File: src/rtl/norm_shift_if.sv
// Request/result bundle for norm_shift_seq.
// The requester uses the master modport and the normalizer uses the slave modport.
interface norm_shift_if #(
  parameter int unsigned WIDTH = 32
);
  localparam int unsigned STAGES = $clog2(WIDTH);

  logic              start;
  logic              dir;
  logic [WIDTH-1:0]  A;
  logic [WIDTH-1:0]  C;
  logic [STAGES:0]   count;
  logic              zero;
  logic              busy;
  logic              done;

  modport master (
    output start, dir, A,
    input  C, count, zero, busy, done
  );

  modport slave (
    input  start, dir, A,
    output C, count, zero, busy, done
  );
endinterface

File: src/rtl/norm_shift_seq.sv
// Sequential normalizer built as a binary search with one power-of-two stage per cycle.
// dir=0 counts leading zeros and shifts left until the MSB is set.
// dir=1 counts trailing zeros and shifts right until the LSB is set.
// Optional NORM_EARLY_EXIT_EN: an operand that is zero or already normalized is
// accepted straight into DONE, so done follows start by a single cycle.
module norm_shift_seq #(
  parameter int unsigned WIDTH = 32,
  localparam int unsigned STAGES = $clog2(WIDTH)
) (
  input logic         clk,
  input logic         rst,
  norm_shift_if.slave bus
);

  localparam int unsigned JW = (STAGES > 1) ? $clog2(STAGES) : 1;
  localparam logic [STAGES:0] WidthCnt = (STAGES+1)'(WIDTH);

  typedef enum logic [1:0] {StIdle, StStep, StDone} state_e;

  state_e             state_q, state_d;
  logic [WIDTH-1:0]   w_q, w_d;
  logic               dir_q, dir_d;
  logic [STAGES:0]    acc_q, acc_d;
  logic               zop_q, zop_d;
  logic [JW-1:0]      j_q, j_d;
  logic [WIDTH-1:0]   c_q, c_d;
  logic [STAGES:0]    count_q, count_d;
  logic               zero_q, zero_d;
  logic               busy_q, busy_d;
  logic               done_q, done_d;

  logic [STAGES:0]    step_amt;
  logic [STAGES:0]    keep_amt;
  logic [WIDTH-1:0]   w_step;
  logic [STAGES:0]    acc_step;
  logic               a_zero;

  // Next state: one search stage per STEP cycle, results written when entering DONE.
  always_comb begin
    state_d  = state_q;
    w_d      = w_q;
    dir_d    = dir_q;
    acc_d    = acc_q;
    zop_d    = zop_q;
    j_d      = j_q;
    c_d      = c_q;
    count_d  = count_q;
    zero_d   = zero_q;
    busy_d   = busy_q;
    done_d   = 1'b0;
    a_zero   = (bus.A == '0);

    // Stage width s = 1<<j; keep_amt moves the s tested bits to the far end of W.
    step_amt = (STAGES+1)'(1) << j_q;
    keep_amt = WidthCnt - step_amt;
    w_step   = w_q;
    acc_step = acc_q;
    if (dir_q) begin
      if ((w_q << keep_amt) == '0) begin
        w_step   = w_q >> step_amt;
        acc_step = acc_q + step_amt;
      end
    end else begin
      if ((w_q >> keep_amt) == '0) begin
        w_step   = w_q << step_amt;
        acc_step = acc_q + step_amt;
      end
    end

    unique case (state_q)
      StIdle: begin
        if (bus.start) begin
          w_d   = bus.A;
          dir_d = bus.dir;
          acc_d = '0;
          zop_d = a_zero;
          j_d   = JW'(STAGES - 1);
`ifdef NORM_EARLY_EXIT_EN
          if (a_zero || (bus.dir ? bus.A[0] : bus.A[WIDTH-1])) begin
            state_d = StDone;
            c_d     = bus.A;
            count_d = a_zero ? WidthCnt : '0;
            zero_d  = a_zero;
            done_d  = 1'b1;
          end else begin
            state_d = StStep;
            busy_d  = 1'b1;
          end
`else
          state_d = StStep;
          busy_d  = 1'b1;
`endif
        end
      end
      StStep: begin
        w_d   = w_step;
        acc_d = acc_step;
        if (j_q == '0) begin
          state_d = StDone;
          c_d     = w_step;
          // The search saturates at WIDTH-1 on a zero operand.
          count_d = zop_q ? WidthCnt : acc_step;
          zero_d  = zop_q;
          busy_d  = 1'b0;
          done_d  = 1'b1;
        end else begin
          j_d = j_q - 1'b1;
        end
      end
      StDone: begin
        state_d = StIdle;
      end
      default: begin
        state_d = StIdle;
      end
    endcase
  end

  // State and registered outputs with synchronous reset.
  always_ff @(posedge clk) begin
    if (rst) begin
      state_q <= StIdle;
      w_q     <= '0;
      dir_q   <= 1'b0;
      acc_q   <= '0;
      zop_q   <= 1'b0;
      j_q     <= '0;
      c_q     <= '0;
      count_q <= '0;
      zero_q  <= 1'b0;
      busy_q  <= 1'b0;
      done_q  <= 1'b0;
    end else begin
      state_q <= state_d;
      w_q     <= w_d;
      dir_q   <= dir_d;
      acc_q   <= acc_d;
      zop_q   <= zop_d;
      j_q     <= j_d;
      c_q     <= c_d;
      count_q <= count_d;
      zero_q  <= zero_d;
      busy_q  <= busy_d;
      done_q  <= done_d;
    end
  end

  assign bus.C     = c_q;
  assign bus.count = count_q;
  assign bus.zero  = zero_q;
  assign bus.busy  = busy_q;
  assign bus.done  = done_q;

endmodule

File: src/flat_wrapper.sv
// flat-port wrapper written by rule: the top's interface ports become plain ports
module norm_shift_seq_flat 
#(
  parameter int unsigned WIDTH = 32,
  localparam int unsigned STAGES = $clog2(WIDTH)
)
  (clk, rst, bus_start, bus_dir, bus_A, bus_C, bus_count, bus_zero, bus_busy, bus_done);
  norm_shift_if #(.WIDTH(WIDTH)) bus_i ();
  input logic clk;
  input logic rst;
  input wire logic [$bits(bus_i.start)-1:0] bus_start;
  input wire logic [$bits(bus_i.dir)-1:0] bus_dir;
  input wire logic [$bits(bus_i.A)-1:0] bus_A;
  output wire logic [$bits(bus_i.C)-1:0] bus_C;
  output wire logic [$bits(bus_i.count)-1:0] bus_count;
  output wire logic [$bits(bus_i.zero)-1:0] bus_zero;
  output wire logic [$bits(bus_i.busy)-1:0] bus_busy;
  output wire logic [$bits(bus_i.done)-1:0] bus_done;
  assign bus_i.start = bus_start;
  assign bus_i.dir = bus_dir;
  assign bus_i.A = bus_A;
  assign bus_C = bus_i.C;
  assign bus_count = bus_i.count;
  assign bus_zero = bus_i.zero;
  assign bus_busy = bus_i.busy;
  assign bus_done = bus_i.done;
  norm_shift_seq #(.WIDTH(WIDTH)) u_core (.clk(clk), .rst(rst), .bus(bus_i));
endmodule
File: config.mk
export PLATFORM = sky130hd
export DESIGN_NAME = norm_shift_seq_flat
export DESIGN_NICKNAME = d
export VERILOG_FILES = /design/src/rtl/norm_shift_if.sv /design/src/rtl/norm_shift_seq.sv /design/src/flat_wrapper.sv
export SDC_FILE = /design/constraint.sdc
export NUM_CORES = 1
export LEC_CHECK = 0
export CELL_PAD_IN_SITES_DETAIL_PLACEMENT = 2
export CELL_PAD_IN_SITES_GLOBAL_PLACEMENT = 2
export CORE_AREA = 10 10 177 179
export DETAILED_ROUTE_END_ITERATION = 8
export DIE_AREA = 0 0 187 189
export GPL_TIMING_DRIVEN = 0
export PLACE_DENSITY_LB_ADDON = 0.1
export SETUP_SLACK_MARGIN = 0.1
export SYNTH_ARGS = -nofsm -noshare
export SYNTH_HDL_FRONTEND = slang
export SYNTH_SLANG_ARGS = --single-unit
File: constraint.sdc
create_clock -name clk -period 11.3 [get_ports clk]
set_input_delay 1.695 -clock clk [delete_from_list [all_inputs] [get_ports clk]]
set_output_delay 1.695 -clock clk [all_outputs]
set_load 0.02 [all_outputs]
==> results.json <==
{
  "synthArstFlopShare_pct": 0,
  "overflow": 0,
  "swShare_pct": 54.1,
  "yosys.cell_types.count": 89,
  "syn-num-nets": 1262,
  "power_density_nw_per_um2": 164,
  "drv_cap": 0,
  "finalHoldViolations": 0,
  "drc": 0,
  "hold_class": "register to register",
  "tns_ns": 0,
  "synth_top_family_by_area": "compound AO/OA/AOI/OAI gates",
  "drv_slew": 0,
  "grt_use_total_pct": 34.1,
  "synth-edff-count": 0,
  "worst_ir_drop_vdd_v": 0.000131,
  "postSynthAreaPerCell_sq_um": 7.61,
  "die-area_sq_um": 35300,
  "clockBufferDepth": 2,
  "grt_pass1_wl_microns": 89300,
  "status": "completed",
  "holdPathStages": 2,
  "ctsHoldBuffers": 0,
  "grt_max_degree": 19,
  "grt_pass1_vias": 12100,
  "end_kind": "register",
  "area_growth_pct": 16.7,
  "yosys.area_share.simple_pct": 20.6,
  "setup.worst_path.start_class": "register",
  "arrival_ns": 8.41,
  "max_freq_mhz": 122,
  "wl_per_cell_microns": 37.2,
  "required_ns": 11.49,
  "fin_crit_sh_pct": 72.8,
  "utilization_pct": 39.1,
  "ios": 77,
  "globalplace.congestion": 1.02,
  "post-cts-setup-buffer-count": 0,
  "nFillCells": 3308,
  "power.leakage_nw": 4.03,
  "die_w_microns": 187,
  "cp_max_fo": 10,
  "cts_root_buf": "clkbuf_16",
  "via_per_inst": 6.97,
  "finalSetupViolations": 0,
  "fin_nets": 1350,
  "ant_nets": 0,
  "cts.sinks": 86,
  "num_vias": 11800,
  "drive_above_1_share_pct": 8.85,
  "antenna_found_initial": 2,
  "drt-pass1-iter-count": 6,
  "cts_resized": 0,
  "clock_latency_ns": 0.36,
  "io_buffers": 76,
  "p_int_mw": 0.812,
  "period_needed_ns": 8.22,
  "initial_core_util_pct": 33.5,
  "synthCells": 1217,
  "htreeDepth": 3,
  "yosys-mux-area-fraction_pct": 19.9,
  "seq_area_sq_um": 1720,
  "place_hpwl_microns": 49000,
  "synth_fa_ha_area_share_pct": 1.43,
  "row_count": 61,
  "tightest_slew_ns": 1.38,
  "n_antenna_cell": 0,
  "synth-xor-area-share_pct": 0.851,
  "seqPwrFrac_pct": 20.3,
  "syn_area_sq_um": 9260,
  "worstRegToRegCells": 23,
  "multi_input_area_sq_um": 6870,
  "yosysSeqAreaShare_pct": 18.6,
  "synth_compound_area_share_pct": 31.2,
  "wirelength_microns": 62800,
  "p_clk_share_pct": 17.7,
  "synth_ff_type": "dfxtp_1",
  "first_iter_violations": 1575,
  "synth_seq_cells": 86,
  "synth_warnings": 0,
  "tritoncts": "built",
  "core_area_sq_um": 27600,
  "cts_made_buffers": 9,
  "slew_headroom_pct": 6.72,
  "grt_setup_unrepaired": "no",
  "fin_skew_ns": 0.0172,
  "die_h_microns": 189,
  "combPwrFrac_pct": 62.1,
  "crit_type": "register to register",
  "clk_pin_slew_worst_paths_ns": 0.08,
  "p_switching_mw": 0.957
}
-- cells in the mapped netlist (12+ instances only) --
| cell | instances | share of area (%) |
|---|---|---|
| nor2_1 | 108 | 4.4 |
| a31o_2 | 14 | 1.3 |
| inv_1 | 22 | 0.89 |
| a211oi_1 | 47 | 3.8 |
| o211ai_1 | 22 | 1.8 |
| dfxtp_1 | 86 | 19 |
| a22oi_1 | 24 | 1.9 |
| nand2_1 | 127 | 5.1 |
| and3b_1 | 17 | 1.6 |
| nor4_1 | 16 | 1.1 |
| buf_2 | 27 | 1.5 |
| mux4_2 | 22 | 5.4 |
| nand3_1 | 22 | 1.2 |
| mux2i_1 | 126 | 14 |
| a311oi_1 | 12 | 1.1 |
| a2111oi_0 | 12 | 1.1 |
| o21ai_0 | 53 | 2.9 |
| buf_1 | 15 | 0.61 |
| clkbuf_1 | 94 | 3.8 |
| a21oi_1 | 68 | 3.7 |
| a31oi_1 | 20 | 1.4 |
| nor3_1 | 23 | 1.2 |
-- sequential cells by signal (all words and copies together) (netlist names) --
name and count:
u_core.acc_q 6, u_core.bus.C 32, u_core.bus.busy 1, u_core.bus.count 6, u_core.bus.done 1, u_core.bus.zero 1
u_core.dir_q 1, u_core.j_q 3, u_core.state_q 2, u_core.w_q 32, u_core.zop_q 1
-- final cells by class --
class	count	share of cell area, %
sequential	86	15.9
tap	378	4.38
buffer	140	5.35
clock buffer	9	2.08
multi-input combinational	965	63.5
inverter	26	0.903
clock inverter	7	0.706
timing repair buffer	77	7.11
-- path summary, 6_finish.rpt --
kind / to / slack (ns) / from
setup / recovery: u_core.w_q[25] / 3.08 / u_core.j_q[0]
hold / removal: u_core.bus.C[7] / 0.46 / u_core.bus.C[7]
setup reg to reg: u_core.w_q[25] / 3.08 / u_core.j_q[0]
hold reg to reg: u_core.bus.C[7] / 0.46 / u_core.bus.C[7]
-- worst max-delay path, stage by stage (launching register included) --
cell	delay (ns)
dfxtp_1	0.43
inv_1	0.12
ha_1	0.31
nor2b_4	0.18
inv_2	0.14
buf_2	0.27
buf_2	0.28
buf_2	0.28
buf_2	0.37
buf_2	0.37
buf_2	0.46
ha_1	0.20
clkbuf_1	0.28
inv_1	0.20
clkbuf_1	0.32
a2111oi_0	0.76
a2111oi_0	0.26
nor3_1	0.25
a311o_1	0.48
and3_4	0.29
a22oi_4	0.13
buf_2	0.31
a221oi_1	1.09
a21oi_1	0.23
-- layout by cell type (no fill, tap or decap), types with 8 or more instances in the layout --
master	synthesis	layout
a22oi_1	24	24
nand2_1	127	127
a31o_2	14	14
o31ai_1	10	10
o21a_1	8	8
nor2_1	108	108
mux2i_1	126	126
and3b_1	17	17
a31oi_1	20	20
a211oi_1	47	46
nand4_1	11	11
inv_1	22	22
or3_1	8	8
nor3_1	23	23
clkdlybuf4s50_1	0	76
o21ai_0	53	53
a221oi_1	11	11
mux4_2	22	22
o22ai_1	10	10
o211ai_1	22	22
dfxtp_1	86	86
a21oi_1	68	68
a311oi_1	12	12
nor4_1	16	16
ha_1	9	9
buf_2	27	27
nand3_1	22	22
buf_1	15	15
clkbuf_1	94	94
a2111oi_0	12	12
clkbuf_16	0	9
a21o_1	8	8
-- stage by stage --
| step | power (mW) | hold slack (ns) | worst slack, ns | instances | instance area (sq um) |
|---|---|---|---|---|---|
| after floorplan | 0.965 | 0.454 | 6.28 | 1217 | 9260 |
| after global placement | 1.39 | 0.439 | 3.11 | 1671 | 10500 |
| after detailed placement | 1.40 | 0.448 | 3.50 | 1671 | 10500 |
| after CTS | 1.72 | 0.466 | 3.44 | 1687 | 10800 |
| after global routing | 1.81 | 0.487 | 3.01 | 1688 | 10800 |
| final | 1.77 | 0.462 | 3.08 | 1688 | 10800 |
-- logic make-up (layout without fill, tap and decap cells) --
| logic type | Yosys count | after routing |
|---|---|---|
| AOI/OAI and AO/OA | 402 | 402 |
| xor gates and xnor gates | 9 | 9 |
| adders and majority gates | 11 | 11 |
| buffers and inverters | 166 | 259 |
| DFF | 86 | 86 |
| muxes | 156 | 156 |
| and+or+nand+nor | 387 | 387 |
-- layer usage --
metal	share of wire [%]	global-route usage [%]
met1	42	44.3
met3	9.0	6.50
met4	5.8	17.8
met5	0.021	0
met2	43	52.6
-- power groups by stage --
| stage | registers, mW | logic, mW | clock network, mW |
|---|---|---|---|
| floorplan | 0.365 | 0.600 | 0 |
| global placement | 0.362 | 1.03 | 0 |
| detailed placement | 0.363 | 1.04 | 0 |
| CTS | 0.356 | 1.05 | 0.314 |
| global route | 0.360 | 1.12 | 0.327 |
| finish | 0.358 | 1.10 | 0.313 |
Note: power is estimated with default switching activity, not from simulation.
